===== config.mk =====
export PLATFORM = sky130hd
export DESIGN_NAME = signed_accumulator
export DESIGN_NICKNAME = d
export VERILOG_FILES = /design/src/rtl/signed_accumulator.sv
export SDC_FILE = /design/constraint.sdc
export NUM_CORES = 1
export LEC_CHECK = 0
export ABC_AREA = 0
export CAP_MARGIN = 20
export CELL_PAD_IN_SITES_DETAIL_PLACEMENT = 0
export CELL_PAD_IN_SITES_GLOBAL_PLACEMENT = 2
export CORE_MARGIN = 8
export CORE_UTILIZATION = 29
export CTS_CLUSTER_SIZE = 8
export DETAILED_ROUTE_END_ITERATION = 6
export GPL_ROUTABILITY_DRIVEN = 0
export GPL_TIMING_DRIVEN = 0
export PLACE_DENSITY_LB_ADDON = 0.3
export SYNTH_ARGS = -nofsm -noshare
export SYNTH_HDL_FRONTEND = slang
export SYNTH_SLANG_ARGS = --single-unit

===== constraint.sdc =====
create_clock -name i_clk -period 13.74 [get_ports i_clk]
set_input_delay 3.435 -clock i_clk [delete_from_list [all_inputs] [get_ports i_clk]]
set_output_delay 3.435 -clock i_clk [all_outputs]
set_load 0.01 [all_outputs]

===== src/rtl/signed_accumulator.sv =====
// signed_accumulator: sums a burst of signed operands into one wrapped result.
// Operands stream in over a valid/ready handshake and are added one per cycle
// through a single ripple-carry adder. The result leaves over a second
// valid/ready handshake, together with a sticky signed-overflow flag.

// rippleCarryAdder: WIDTH-bit ripple-carry adder with signed overflow detection.
module rippleCarryAdder #(
    parameter int WIDTH = 32
) (
    input  logic [WIDTH-1:0] i_a,
    input  logic [WIDTH-1:0] i_b,
    input  logic             i_cin,
    output logic [WIDTH-1:0] o_sum,
    output logic             o_cout,
    output logic             o_overflow
);

    logic [WIDTH:0] w_carry;

    assign w_carry[0] = i_cin;

    // One full-adder cell per bit; each cell's carry feeds the next.
    for (genvar g = 0; g < WIDTH; g++) begin : g_bit
        assign o_sum[g]       = i_a[g] ^ i_b[g] ^ w_carry[g];
        assign w_carry[g + 1] = (i_a[g] & i_b[g]) | (w_carry[g] & (i_a[g] ^ i_b[g]));
    end

    // Signed overflow is detected when the carry into the sign bit differs from the carry out of it.
    assign o_cout     = w_carry[WIDTH];
    assign o_overflow = w_carry[WIDTH] ^ w_carry[WIDTH-1];

endmodule

module signed_accumulator #(
    parameter int WIDTH   = 32,
    parameter int COUNT_W = 8
) (
    input  logic               i_clk,
    input  logic               i_rst_n,
    input  logic               i_start,
    input  logic [COUNT_W-1:0] i_len,
    input  logic               i_in_valid,
    output logic               o_in_ready,
    input  logic [WIDTH-1:0]   i_in_data,
    output logic               o_out_valid,
    input  logic               i_out_ready,
    output logic [WIDTH-1:0]   o_out_sum,
    output logic               o_out_overflow,
    output logic               o_busy
);

    localparam logic [1:0] IDLE  = 2'd0;
    localparam logic [1:0] ACCUM = 2'd1;
    localparam logic [1:0] DONE  = 2'd2;

    logic [1:0]         r_state;
    logic [WIDTH-1:0]   r_acc;
    logic [COUNT_W-1:0] r_remaining;
    logic               r_ovf;

    logic [WIDTH-1:0]   w_sum;
    logic               w_add_ovf;
    logic               w_cout_unused;
    logic               w_in_ready;
    logic               w_accept;
    logic               w_last_beat;

    // The running total is the adder's first operand; every incoming beat is the second.
    rippleCarryAdder #(
        .WIDTH (WIDTH)
    ) u_adder (
        .i_a        (r_acc),
        .i_b        (i_in_data),
        .i_cin      (1'b0),
        .o_sum      (w_sum),
        .o_cout     (w_cout_unused),
        .o_overflow (w_add_ovf)
    );

    assign w_in_ready  = (r_state == ACCUM);
    assign w_accept    = i_in_valid & w_in_ready;
    assign w_last_beat = (r_remaining == COUNT_W'(1));

    // Burst control: load on start, fold in accepted beats, hold the result until it is taken.
    always_ff @(posedge i_clk or negedge i_rst_n) begin
        if (!i_rst_n) begin
            r_state     <= IDLE;
            r_acc       <= '0;
            r_remaining <= '0;
            r_ovf       <= 1'b0;
        end else begin
            case (r_state)
                IDLE: begin
                    if (i_start) begin
                        r_acc       <= '0;
                        r_ovf       <= 1'b0;
                        r_remaining <= i_len;
                        r_state     <= (i_len == '0) ? DONE : ACCUM;
                    end
                end
                ACCUM: begin
                    if (w_accept) begin
                        r_acc       <= w_sum;
                        r_ovf       <= r_ovf | w_add_ovf;
                        r_remaining <= r_remaining - COUNT_W'(1);
                        if (w_last_beat) begin
                            r_state <= DONE;
                        end
                    end
                end
                DONE: begin
                    if (i_out_ready) begin
                        r_state <= IDLE;
                    end
                end
                default: begin
                    r_state <= IDLE;
                end
            endcase
        end
    end

    // Result outputs come straight from registers, so they stay stable while DONE waits for out_ready.
    assign o_in_ready     = w_in_ready;
    assign o_out_valid    = (r_state == DONE);
    assign o_out_sum      = r_acc;
    assign o_out_overflow = r_ovf;
    assign o_busy         = (r_state == ACCUM) || (r_state == DONE);

endmodule

; Word level (Yosys, flattened, before mapping)
; Cells that the tools add are included.
[op_classes]
n_eq_ne = 7
n_mux = 15
add_sub_neg = 1
n_reduce_logical = 6
bitwise = 160
[op_table]
columns = operator, count
row1 = AND 1 bit, 64
row2 = two-way mux 32 bit, 2
row3 = case mux 32 bit (2 select lines), 1
row4 = bitwise XOR 1 bit, 64
row5 = bitwise OR 1 bit, 32
row6 = two-way mux 8 bit, 2
row7 = case mux 8 bit (2 select lines), 1
row8 = two-way mux 2 bit, 5
row9 = "== test 8 x 1 -> 1 bit, second input constant", 1
row10 = logical NOT 8 bit, 1
row11 = "subtractor 8 x 1 -> 8 bit, second input constant", 1
row12 = "inequality test 2 x 1 -> 1 bit, second input constant", 3
row13 = case mux 2 bit (3 select lines), 1
row14 = AND reduction 4 bit, 1
row15 = AND reduction 3 bit, 1
row16 = "== test 2 x 1 -> 1 bit, second input constant", 1
row17 = "== test 2 bit, second input constant", 1
row18 = logical NOT 2 bit, 1
row19 = two-way mux 1 bit, 2
row20 = "inequality test 2 bit, second input constant", 1
row21 = case mux 1 bit (2 select lines), 1
row22 = nonzero test 2 bit, 1
row23 = logical OR 1 bit, 1
[totals]
output_inout_bits = 36
regBits = 43
word_cells = 193

; Logic depth before layout (Yosys ltp)
[logic_depth]
depth_word = 67
ltp_mapped = 38
depth_no_buf = 38

; Cells and area by module
; Synthesis repeated with hierarchy kept, for this count alone.
[hier_totals]
hier_cells = 204
hier_area_um2 = 2593.7
[modules_own_cells]
columns = mod, area_per_inst_um2, cells_per_inst, n_inst, seq_area_each_um2
row1 = signed_accumulator, 1906.8, 161, 1, 1076.0
row2 = rippleCarryAdder, 686.9, 43, 1, 0.0

; Worst setup path before layout
; Ideal clock, no wire load.
[synth_path]
kind = input to register
start = in i_in_data[0]
end = reg r_ovf (netlist: o_out_overflow)
path_slack_ns = -1.747
arrival_time_ns = 15.368
path_buffers = 0
setup_time_ns = 0.119
path_stages = 38
cell_sequence = ha_1 inv_1 fa_1 fa_1 fa_1 fa_1 fa_1 fa_1 fa_1 fa_1 fa_1 fa_1 fa_1 fa_1 fa_1 fa_1 fa_1 fa_1 (+2 left out) fa_1 fa_1 fa_1 fa_1 fa_1 fa_1 fa_1 fa_1 fa_1 fa_1 inv_1 fa_1 fa_1 inv_1 fa_1 xor2_1 nor2_1 o21a_1
[synth_between]
elab_chain_len = 67
[synth_lines]
columns = element, line_no
row1 = start: declaration, 44  ; input logic [WIDTH-1:0] i_in_data,
row2 = AND 1 bit * (2 in series), 25  ; assign w_carry[g + 1] = (i_a[g] & i_b[g]) | (w_carry[g] & (i_a[g] ^ i_b[g]));
row3 = bitwise OR 1 bit *, 25
row4 = AND 1 bit *, 25
row5 = bitwise OR 1 bit *, 25
row6 = AND 1 bit *, 25
row7 = bitwise OR 1 bit *, 25
row8 = AND 1 bit *, 25
row9 = bitwise OR 1 bit *, 25
row10 = (+50 left out), -
row11 = AND 1 bit *, 25
row12 = bitwise OR 1 bit *, 25
row13 = AND 1 bit, 25
row14 = bitwise OR 1 bit, 25
row15 = bitwise XOR 1 bit *, 30  ; assign o_overflow = w_carry[WIDTH] ^ w_carry[WIDTH-1];
row16 = bitwise OR 1 bit *, 104  ; r_ovf <= r_ovf | w_add_ovf;
row17 = two-way mux 1 bit *, 102  ; if (w_accept) begin
row18 = case mux 1 bit (2 select lines) *, 92  ; case (r_state)
row19 = end signal: assignment, 104
row20 = end: declaration, 59  ; logic r_ovf;
; Mark *: on every way between the ends. The rest lies on a longest branch, timed or not. The select of a mux whose other input is x is not followed.
; A chain may end at the register's enable or synchronous reset.

; Worst setup path after layout
; Ends and elaborated chain as after synthesis.

==> metrics.md <==
| Metric | Value |
|---|---|
| Hold Path Class | `reg2reg` |
| Final hold violations | `0` |
| WL final | `around 7.1 mm` |
| Post-synth EDFFs | `0` |
| Most frequent cells in the layout | `77 x clkdlybuf4s50_1, 62 x inv_1, 43 x dfrtp_1` |
| WP data required | `between 10 and 15 ns` |
| Synth unique cells | `32` |
| GRT overflow | `0` |
| Ports | `81` |
| Vias | `2111` |
| Synth Flop Type | `dfrtp_1` |
| Failing checks | `negative setup slack` |
| Post-synth top area share | `between 40% and 50%` |
| PD cells | `roughly 200 mW/mm2` |
| Via/cell ratio | `roughly 4.6` |
| CTS sink count | `43` |
| DR WL/cell | `15.6 um` |
| Netlist Area Pre-Place | `0.00267 mm2` |
| Core area | `between 0.009 and 0.01 mm2` |
| Global-route wire length before repair | `roughly 12 mm` |
| Crit-path slowest cell | `fa_2` |
| Top post-synthesis cells by area | `dfrtp_1 40%, fa_1 23%, inv_1 9.3%` |
| CTS tree | `built` |
| RSZ-0062 raised after global routing | `true` |
| Setup-failing EPs final | `4` |
| Hold_ws | `a little over 0.5 ns` |
| Synthesis-stage register bit count | `43` |
| CTS Buf Count | `5` |
| Die X | `between 100 and 150 um` |
| # H-tree levels | `2` |
| Nets | `around 430` |
| CP Class | `in2reg` |
| Max frequency | `69.2 MHz` |
| Number of port buffers | `80` |
| Layout cell share with drive strength beyond 1 | `14.8%` |
| Ys async rst share | `100%` |
| Die area | `around 0.013 mm2` |
| Final TNS setup | `-1.81 ns` |
| Placed instance area | `0.00371 mm2` |
| Final setup margin | `-0.718 ns` |
| Site Rows | `35` |
| Vias in the first global route | `about 2500` |
| Cell accounting for the most synthesized area | `dfrtp_1` |
| Worst-margin pin slew | `between 0.5 and 0.6 ns` |
| Comb pwr share | `approximately three fifths` |
| Max-Cap Viols | `0` |
| Cell mode on critical path | `fa_2` |
| Syn Nets | `around 340` |
| Design area | `approximately 0.0038 mm2` |
| First-pass DRT Iterations | `4` |
| Clock skew | `between 0.004 and 0.005 ns` |
| Remaining DRCs | `0` |
| Arr. time, crit path | `14.65 ns` |
| CP max FO | `2` |
| Net Sw Power | `316 uW` |
| CTS max path bufs | `2` |
| Antenna fix cells | `0` |
| Status | `finished, violations left` |
| Power Internal | `between 400 and 500 uW` |
| Slew headroom | `60.9%` |
| Initial DRC Count | `52` |
| Worst path max stage delay | `between 0.3 and 0.4 ns` |
| Initial Util | `29.4%` |
| Most common cell after layout, fill and taps aside | `clkdlybuf4s50_1` |
| Final Cycle Share | `105%` |
| CP startpoint kind | `input port` |
| Post-Syn Area per Cell | `10.4 um2` |
| Sequential cell fraction of total power | `around 29%` |
| Layout area overhead | `42.2%` |
| Post-DP HPWL | `5.36 mm` |
| Hold buffer count at cts | `0` |
| Antenna-violating nets left | `0` |
| Syn Inst Count | `about 260` |
| Synth warn | `0` |
| GRT Util Overall | `between 10% and 20%` |
| Initial antenna violation count | `0` |
| Net Sw Frac | `a little over two fifths` |
| Pin count of the biggest net entering global routing | `29` |
| Final critical-path required period | `approximately 14 ns` |
| Clock root cell | `clkbuf_8` |
| Peak VDD IR | `~0.000068 V` |
| P_leak | `1.55 nW` |
| Clk slew on worst S/H paths | `0.08 ns` |
| Slew Limit Fails | `0` |
| Clk_lat worst skew | `approximately 0.29 ns` |
| Register area share after synthesis | `40.3%` |
| Critical Path Sink Type | `flop` |
| Chip Height | `112 um` |
| Clock network power share | `about a tenth` |
[power groups by stage]
stage                     clock network [mW]  logic (mW)  registers (mW)
final                                 0.0788       0.448           0.219
after global routing                  0.0880       0.512           0.227
after CTS                             0.0840       0.458           0.220
after detailed placement                   0       0.453           0.220
after global placement                     0       0.441           0.222
after floorplan                            0       0.255           0.233
[worst max-delay path, delay by kind of cell]
family	cells	cell delay, ns
AO/OA/AOI/OAI	1	0.18
XOR/XNOR	1	0.16
adder cells (fa/ha/maj)	32	10.57
buffers and inverters	4	0.21
AND/OR/NAND/NOR	1	0.06
[repair_timing]
| item | in CTS | in global routing |
|---|---|---|
| setup endpoints to repair | 5 | 4 |
| resized for setup | 12 | 0 |
| cloned | 0 | 0 |
| setup buffers | 1 | 0 |
| pin swaps | 1 | 2 |
[stage by stage]
step	worst slack, ns	std cells	power [mW]	utilization, %
after global routing	-0.962	455	0.827	41.9
after global placement	-1.55	447	0.663	40.8
after CTS	-0.757	455	0.762	41.9
final	-0.718	455	0.746	41.9
after detailed placement	-1.57	448	0.674	40.9
after floorplan	-0.610	256	0.488	-
[Yosys cell counts, types with 2 or more instances]
cell type   n
and3_1      3
nand3_1     3
nand2b_1    6
inv_1      66
clkbuf_1   11
nand2_1     9
dfrtp_1    43
ha_1        6
nor4_1      4
nor2_1      6
nor3_1      6
o22ai_1    33
o21ai_0     7
a22o_1      3
fa_1       31
nor3b_1     2
a221oi_1    2
[cell families after synthesis]
kind of cell,synth area share (%)
AOI/OAI and AO/OA,12.7
xor gates and xnor gates,0.328
adders and majority gates,26.1
buffers and inverters,10.8
DFF,40.3
muxes,0.375
and+or+nand+nor,9.42
[final timing paths]
check,startpoint,end,slack [ns],cells after the start
worst max-delay path,i_in_data[0],o_out_overflow$_DFFE_PN0P_,-0.72,39
worst min-delay path,o_out_overflow$_DFFE_PN0P_,o_out_overflow$_DFFE_PN0P_,0.52,1
worst max register to register,o_out_sum[0]$_DFFE_PN0P_,o_out_overflow$_DFFE_PN0P_,2.05,38
worst min register to register,o_out_overflow$_DFFE_PN0P_,o_out_overflow$_DFFE_PN0P_,0.52,1
max in group asynchronous,i_rst_n,o_out_sum[16]$_DFFE_PN0P_,10.16,2
min in group asynchronous,i_rst_n,o_out_sum[3]$_DFFE_PN0P_,3.07,1
[registers in the layout, indices dropped and copies added (netlist names)]
signal / flops
r_state: 2
r_remaining: 8
o_out_sum: 32
o_out_overflow: 1
[per-layer routing]
metal | global-route usage, % | routed length [um]
met1 | 14.1 | 3160
met2 | 19.7 | 3240
met3 | 5.19 | 599
met4 | 3.51 | 82
met5 | 0 | 0
[layout make-up]
type	count	area [um2]
timing repair buffer	82	820
clock buffer	6	72.6
inverter	66	248
buffer	11	41.3
tap	111	139
fill	915	5270
multi-input combinational	136	1400
sequential	43	1080
Power figures use the tool's default switching activity.
